$ cat src/rtl/if_pkg.sv
// -----------------------------------------------------------------------------
// if_pkg
// Shared types and constants for the instruction-fetch stage.
//   if_state_e        : fetch controller states (FETCH, DRAIN, HOLD)
//   INST_W            : instruction / address width
//   NOP_INST_DEFAULT  : addi x0,x0,0, placed in IF/ID on reset or flush
//   RESET_PC_DEFAULT  : program counter after reset
//   add32()           : the core's common 32-bit modulo-2^32 adder
// -----------------------------------------------------------------------------
package if_pkg;

    localparam int INST_W = 32;

    localparam logic [INST_W-1:0] NOP_INST_DEFAULT = 32'h0000_0013;
    localparam logic [INST_W-1:0] RESET_PC_DEFAULT = 32'h0000_0000;

    typedef enum logic [1:0] {
        FETCH = 2'd0,
        DRAIN = 2'd1,
        HOLD  = 2'd2
    } if_state_e;

    // Carry out is deliberately dropped: address arithmetic wraps at 2^32.
    function automatic logic [INST_W-1:0] add32(input logic [INST_W-1:0] a,
                                                input logic [INST_W-1:0] b);
        return a + b;
    endfunction

endpackage

$ cat src/rtl/if_id_reg.sv
// -----------------------------------------------------------------------------
// if_id_reg
// IF/ID pipeline register with load / bubble / flush controls.
// Priority: flush > load > bubble > hold.
//   clk, rst            : clock, asynchronous active-low reset
//   load                : capture {1, load_pc, load_pc4, load_inst}
//   bubble              : clear valid only, other fields keep their value
//   flush               : clear valid and replace the instruction with NOP_INST
//   load_pc/pc4/inst    : data to capture on load
//   valid, pc, pc4, inst: register contents
// -----------------------------------------------------------------------------
module if_id_reg
    import if_pkg::*;
#(
    parameter logic [INST_W-1:0] NOP_INST = NOP_INST_DEFAULT
) (
    input  logic              clk,
    input  logic              rst,
    input  logic              load,
    input  logic              bubble,
    input  logic              flush,
    input  logic [INST_W-1:0] load_pc,
    input  logic [INST_W-1:0] load_pc4,
    input  logic [INST_W-1:0] load_inst,
    output logic              valid,
    output logic [INST_W-1:0] pc,
    output logic [INST_W-1:0] pc4,
    output logic [INST_W-1:0] inst
);

    always_ff @(posedge clk or negedge rst) begin
        if (!rst) begin
            valid <= 1'b0;
            pc    <= '0;
            pc4   <= '0;
            inst  <= NOP_INST;
        end else if (flush) begin
            valid <= 1'b0;
            inst  <= NOP_INST;
        end else if (load) begin
            valid <= 1'b1;
            pc    <= load_pc;
            pc4   <= load_pc4;
            inst  <= load_inst;
        end else if (bubble) begin
            valid <= 1'b0;
        end
    end

endmodule

$ cat src/rtl/if_fetch_stage.sv
// -----------------------------------------------------------------------------
// if_fetch_stage
// Instruction-fetch stage of the RV32 pipeline: owns the PC, issues req/rdy
// fetches to instruction memory and fills the IF/ID register.
//   clk, rst        : clock, asynchronous active-low reset
//   imem_req/addr   : fetch request and address (pc, or drain_addr in DRAIN)
//   imem_rdy/inst   : response handshake and instruction word
//   id_stall        : ID cannot accept, IF/ID holds
//   redirect/_pc    : taken branch/jump from EX, highest priority after reset
//   pc_out          : current pc register
//   if_id_*         : IF/ID register outputs (valid, pc, pc+4, instruction)
// Optional build macro IF_PERF_CNT_EN adds perf_fetch_cnt / perf_stall_cnt.
// -----------------------------------------------------------------------------
module if_fetch_stage
    import if_pkg::*;
#(
    parameter logic [INST_W-1:0] RESET_PC = RESET_PC_DEFAULT,
    parameter logic [INST_W-1:0] NOP_INST = NOP_INST_DEFAULT
) (
    input  logic              clk,
    input  logic              rst,
    output logic              imem_req,
    output logic [INST_W-1:0] imem_addr,
    input  logic              imem_rdy,
    input  logic [INST_W-1:0] imem_inst,
    input  logic              id_stall,
    input  logic              redirect,
    input  logic [INST_W-1:0] redirect_pc,
    output logic [INST_W-1:0] pc_out,
    output logic              if_id_valid,
    output logic [INST_W-1:0] if_id_pc,
    output logic [INST_W-1:0] if_id_pc4,
    output logic [INST_W-1:0] if_id_inst
`ifdef IF_PERF_CNT_EN
    ,
    output logic [31:0]       perf_fetch_cnt,
    output logic [31:0]       perf_stall_cnt
`endif
);

    if_state_e         state, state_nxt;
    logic [INST_W-1:0] pc, pc_nxt;
    logic [INST_W-1:0] drain_addr, drain_nxt;
    logic [INST_W-1:0] buf_pc, buf_inst;
    logic              buf_ld;

    logic              id_load, id_bubble, id_flush;
    logic [INST_W-1:0] ld_pc, ld_pc4, ld_inst;

    logic [INST_W-1:0] pc_plus4, buf_pc4;

    assign pc_plus4 = add32(pc, 32'd4);
    assign buf_pc4  = add32(buf_pc, 32'd4);
    assign pc_out   = pc;

    always_ff @(posedge clk or negedge rst) begin
        if (!rst) begin
            state      <= FETCH;
            pc         <= RESET_PC;
            drain_addr <= '0;
        end else begin
            state      <= state_nxt;
            pc         <= pc_nxt;
            drain_addr <= drain_nxt;
        end
    end

    // Skid buffer: parks one response that arrived while ID was stalled.
    always_ff @(posedge clk or negedge rst) begin
        if (!rst) begin
            buf_pc   <= '0;
            buf_inst <= '0;
        end else if (buf_ld) begin
            buf_pc   <= pc;
            buf_inst <= imem_inst;
        end
    end

    always_comb begin
        state_nxt = state;
        pc_nxt    = pc;
        drain_nxt = drain_addr;
        buf_ld    = 1'b0;
        id_load   = 1'b0;
        id_bubble = 1'b0;
        id_flush  = 1'b0;
        ld_pc     = pc;
        ld_pc4    = pc_plus4;
        ld_inst   = imem_inst;
        imem_req  = 1'b1;
        imem_addr = pc;

        case (state)
            FETCH: begin
                if (redirect) begin
                    pc_nxt   = redirect_pc;
                    id_flush = 1'b1;
                    // Request at the old pc is still in flight; it must
                    // complete before the new target can be requested.
                    if (!imem_rdy) begin
                        drain_nxt = pc;
                        state_nxt = DRAIN;
                    end
                end else if (imem_rdy && !id_stall) begin
                    id_load = 1'b1;
                    pc_nxt  = pc_plus4;
                end else if (imem_rdy) begin
                    buf_ld    = 1'b1;
                    pc_nxt    = pc_plus4;
                    state_nxt = HOLD;
                end else if (!id_stall) begin
                    id_bubble = 1'b1;
                end
            end

            DRAIN: begin
                imem_addr = drain_addr;
                if (redirect) begin
                    pc_nxt   = redirect_pc;
                    id_flush = 1'b1;
                end else if (!id_stall) begin
                    id_bubble = 1'b1;
                end
                if (imem_rdy) begin
                    state_nxt = FETCH;
                end
            end

            HOLD: begin
                imem_req = 1'b0;
                if (redirect) begin
                    pc_nxt    = redirect_pc;
                    id_flush  = 1'b1;
                    state_nxt = FETCH;
                end else if (!id_stall) begin
                    id_load   = 1'b1;
                    ld_pc     = buf_pc;
                    ld_pc4    = buf_pc4;
                    ld_inst   = buf_inst;
                    state_nxt = FETCH;
                end
            end

            default: begin
                state_nxt = FETCH;
            end
        endcase
    end

    if_id_reg #(
        .NOP_INST (NOP_INST)
    ) u_if_id_reg (
        .clk       (clk),
        .rst       (rst),
        .load      (id_load),
        .bubble    (id_bubble),
        .flush     (id_flush),
        .load_pc   (ld_pc),
        .load_pc4  (ld_pc4),
        .load_inst (ld_inst),
        .valid     (if_id_valid),
        .pc        (if_id_pc),
        .pc4       (if_id_pc4),
        .inst      (if_id_inst)
    );

`ifdef IF_PERF_CNT_EN
    always_ff @(posedge clk or negedge rst) begin
        if (!rst) begin
            perf_fetch_cnt <= '0;
            perf_stall_cnt <= '0;
        end else begin
            if (id_load && !id_flush) begin
                perf_fetch_cnt <= perf_fetch_cnt + 32'd1;
            end
            if (id_stall && if_id_valid) begin
                perf_stall_cnt <= perf_stall_cnt + 32'd1;
            end
        end
    end
`endif

endmodule
$ cat config.mk
export PLATFORM = sky130hd
export DESIGN_NAME = if_fetch_stage
export DESIGN_NICKNAME = d
export VERILOG_FILES = /design/src/rtl/if_pkg.sv /design/src/rtl/if_id_reg.sv /design/src/rtl/if_fetch_stage.sv
export SDC_FILE = /design/constraint.sdc
export NUM_CORES = 1
export LEC_CHECK = 0
export CORE_MARGIN = 4
export CORE_UTILIZATION = 52
export DETAILED_ROUTE_END_ITERATION = 12
export GPL_TIMING_DRIVEN = 0
export PLACE_DENSITY = 0.81
export SETUP_SLACK_MARGIN = 0.05
export SLEW_MARGIN = 20
export SYNTH_ARGS = -nofsm -noshare
export SYNTH_HDL_FRONTEND = slang
export SYNTH_SLANG_ARGS = --single-unit
$ cat constraint.sdc
create_clock -name clk -period 2.8 [get_ports clk]
set_input_delay 0.56 -clock clk [delete_from_list [all_inputs] [get_ports clk]]
set_output_delay 0.56 -clock clk [all_outputs]
set_load 0.02 [all_outputs]
Yosys cells after proc, flatten, opt, wreduce, memory -nomap -nowiden:

Cells that the tools add are included.

* word-level logic and storage cells: 78
* output and inout port bits: 162
* register bits after elaboration: 227
* bits of input ports: 69

* $add $sub $neg: 2
* equality and inequality tests: 9
* bitwise operators: 2
* reduce and logical (&&, ||, !) cells: 12
* muxes and demuxes: 44

Operators by type and width (number)
* $mux W32: 16
* $add A32 B3 Y32 const B: 2
* $pmux W32 S2: 1
* $mux W1: 17
* $mux W2: 7
* $ne A3 B3 Y1 const B: 4
* $pmux W2 S3: 1
* $reduce_and A3 Y1: 2
* $reduce_and A5 Y1: 1
* $ne A4 B4 Y1 const B: 1
* $pmux W1 S2: 2
* $reduce_bool A2 Y1: 2
* $reduce_bool A3 Y1: 1
* $reduce_or A3 Y1: 1
* $eq A2 B1 Y1 const B: 1
* $eq A2 B2 Y1 const B: 1
* $logic_not A2 Y1: 1
* $ne A2 B1 Y1 const B: 1
* $ne A2 B2 Y1 const B: 1
* $not A1 Y1: 2
* $reduce_and A2 Y1: 1
* $reduce_or A2 Y1: 1
* $logic_and A1 B1 Y1: 1
* $logic_not A1 Y1: 1

Longest topological paths before layout:

* word-level depth: 8
* mapped depth: 9
* mapped depth without buffers: 7

Cells and area by module:

From an unflattened synthesis, not the netlist that was laid out.

* cells, all modules: 1148
* area, all modules: 12213.0 um^2

Modules (own cells, without submodules)
* if_fetch_stage: sequential area each 3253.1 um^2, area an instance 8216.6 um^2, cells each 904, instances 1
* if_id_reg: sequential area each 2431.1 um^2, area an instance 3996.3 um^2, cells each 244, instances 1

Worst setup path before layout:

Ideal clock, no wire load.

* kind: register to output
* start: register state[1]
* end: output port imem_addr[10]
* arrival: 1.684 ns
* path buffers: 2
* data required time: 2.240 ns
* slack: 0.556 ns
* stages on the path, launching flop included: 6
* cells stage by stage: dfrtp_1 -> inv_1 -> ha_1 -> clkbuf_1 -> buf_1 -> mux2_2

* cells in the longest elaborated chain, start to end: 2

Ends and longest elaborated chain
* from (decl): line if_fetch_stage.sv:41 `if_state_e state, state_nxt;`
* from (signal assigned): line if_fetch_stage.sv:62 `state <= state_nxt;`
* $eq A2 B1 Y1: line if_fetch_stage.sv:93 `case (state)`
* $mux W32: line if_fetch_stage.sv:93
* to (decl): line if_fetch_stage.sv:23 `output logic [INST_W-1:0] imem_addr,`

Every way passes these cells.

Worst setup path in the final report:

* start: register state[0]
* end: output port imem_req

* cells in the longest elaborated chain, start to end: 2

Ends and longest elaborated chain
* $eq A2 B2 Y1: line if_fetch_stage.sv:93
* $mux W1: line if_fetch_stage.sv:93
* to (decl): line if_fetch_stage.sv:22 `output logic imem_req,`

Every way passes these cells.

==> metrics <==
status complete, no violations; post-synthesis mux area share 0.161; max-slew violations 0; sequential area share after synthesis 0.499; CP top delay family buffers and inverters; minimum clock period after layout 2720 ps; Reg2Reg Launch Point pc_out[3]; Crit-path slowest cell clkdlybuf4s50_1; first-pass GRT wire length between 50000 and 60000 um; count leader, synth dfrtp_1; post-synth top area share 0.492; vias in the first global route 10300; antenna-violating nets left 0; GRT busiest layer met2; Chip Width between 150 and 200 um; P per Cell Area 1230 nW/um^2; met1 GRT Util 0.400; # rows 53; normalized max-slew margin 0.466; vias about 10000; area of the core 21200 sq um; Worst Path Class, Setup reg2out; MaxCap Viol Count 0; Post-synth EDFFs 0; average size of a mapped cell 10.2 sq um; Nets 1438; R2R Setup Slk 150 ps; DRC Markers 0; ratio of cells with drive above 1 in the final layout 0.158; Data required, critical path 2240 ps; clk slew on worst S/H paths about 60 ps; crit path cell chain inv_1 > ha_1 > inv_1 > clkdlybuf4s50_1; Crit path arrival time 2160 ps; prevailing post-synth register cell dfrtp_1; IO Pins 231; Initial DRT Pass Iterations 5; CP endpoint kind output pin; post-place instance area about 14000 sq um; most frequent CP cell inv_1; Max Fclk 0.367 GHz; #FFs+latches synth approximately 230; WL/cell approximately 22 um; grt ovf 0; WL final 36200 um; CTS root buf clkbuf_16; clk_lat worst skew around 520 ps; Leak ~6.3 nW; total track usage 0.293; CTS buffer count 25; Worst Path Buf+Inv 3; pre-CTS setup slack -642 ps; initial antenna violation count 0; Initial Util 0.533; Levels on crit path 4; synthesis-to-finish area growth 31.3%; ys async rst share 1.00; port buffer count 230; cell taking the most area after synthesis dfrtp_1; worst reg2reg path depth 7; RSZ-0062 raised after global routing no; final-report hold violation count 0; H-tree depth 1; Clock Tree Buf Depth 3; mapped cell area around 11000 sq um; count of cell types in the netlist 53; adder-cell area share of the yosys netlist 0.00665; final setup fails 0; met3 Resource Use GR 0.0540; Critical Path Start Type flop; crit path launch state[0]; most instantiated cells after synthesis dfrtp_1, nand2_1, mux2_2; # diodes 0; RD Place Congestion 0.925; Tightest Hold Check Type reg2reg; TritonCTS clock tree done; synth warn 0; worst-path fanout max 9; ranking of synthesized cells by area dfrtp_1, mux2_2, nand2_1; Worst Max-Slew Pin Slew 801 ps; Vert. Die Dim 155 um; final setup margin 77.9 ps; Setup crit end imem_req; largest net degree at the start of global routing 100; largest family of logic cells by synthesized area multiplexers; DR vias/cell 6.04; Peak VDD IR 857 uV; met2 usage 0.474; Fin Clk Skew roughly 12 ps; r2r endpoint u_if_id_reg.pc4[30]; Synth Area in Simple Gates 0.141; Syn Nets 1178; Initial DRC Count 1012; Gate Count Post-Synth 1103; Synth Area in XOR/XNOR 0.0357; CTS Sinks 225; Max stage delay on crit path 660 ps; Final Cycle Share 0.972; Synth Area in Compound Gates 0.117; Final Cell Area 14800 sq um; die area between 20000 and 25000 sq um; DP HPWL 25800 um
[worst reg2reg max path, stage by stage (launching register included)]
cell and delay [ps]:
dfrtp_1 520, ha_1 310, nand2_1 170, nor3_2 420
buf_2 370, nand3_1 210, xnor2_1 220, a221o_1 310
[what timing repair did]
item,4_1_cts,5_1_grt
gates cloned,0,0
endpoints found under the setup margin,63,89
hold endpoints to repair,15,0
setup buffers,1,1
resized for setup,50,13
hold buffers,1,0
[state kept, by name, summed over array words and instances (netlist names)]
name               flops
buf_pc                32
u_if_id_reg.inst      32
buf_inst              32
u_if_id_reg.pc4       32
state                  2
u_if_id_reg.valid      1
pc_out                32
u_if_id_reg.pc        30
drain_addr            32
[per-stage QoR]
step	power, W	setup TNS (ps)	instances	hold slack [ps]	utilization
after floorplan	0.0110	0	1103	264	-
after CTS	0.0181	0	1654	483	0.699
after detailed placement	0.0150	-43990	1610	471	0.661
after global placement	0.0147	-1908070	1608	461	0.658
after global routing	0.0191	0	1654	499	0.700
final	0.0182	0	1654	480	0.700
[layout by cell type, fill, tap and decap left out, drive strengths merged, types with 32 or more instances in the layout]
cell | netlist | routed
a21oi | 42 | 42
buf | 34 | 38
clkbuf | 62 | 96
clkdlybuf4s50 | 0 | 197
dfrtp | 222 | 222
dlygate4sd2 | 0 | 32
mux2 | 124 | 124
mux2i | 42 | 42
nand2 | 138 | 138
nand3 | 63 | 63
nor2 | 65 | 65
o21ai | 68 | 68
[power breakdown]
| group | leakage (nW) | total (W) | internal [W] | switching [W] |
|---|---|---|---|---|
| Sequential | 2.67 | 0.00596 | 0.00475 | 0.00122 |
| Clock | 0.390 | 0.00322 | 0.00190 | 0.00132 |
| Combinational | 3.24 | 0.00901 | 0.00401 | 0.00501 |
| Total | 6.31 | 0.0182 | 0.0106 | 0.00754 |
[per-layer routing]
layer,up-vias,wire length (um)
met2,564,16700
met4,0,1310
met3,91,3350
met1,4884,14800
met5,-,0
li1,4450,-
[cells by family after synthesis]
family          after synthesis
mux                         166
compound gates              213
xor+xnor                     46
simple gates                339
fa+ha+maj                     6
buf+inv                     108
flops                       225
[layout make-up]
cell class              instances  area, sq um
flip-flops and latches        225         5640
inverters                      12         45.0
well taps                     275          344
multi-input cells             770         5230
plain buffers                  94          429
clock buffers                  35          693
clock inverters                 8         90.1
fillers                      1568         6340
repair buffers                235         2350
[worst min-delay path by stage]
stage	startpoint	to	slack (ps)	depth (start not counted)
2_1_floorplan	rst	buf_inst[0]	260	0
3_3_place_gp	u_if_id_reg.pc[31]	u_if_id_reg.pc[31]	460	2
3_5_place_dp	u_if_id_reg.pc4[8]	u_if_id_reg.pc4[8]	470	2
4_1_cts	u_if_id_reg.pc4[8]	u_if_id_reg.pc4[8]	480	2
5_1_grt	u_if_id_reg.pc4[11]	u_if_id_reg.pc4[11]	500	1
6_report	drain_addr[9]	drain_addr[9]	480	2
(Power assumes the default switching activity.)
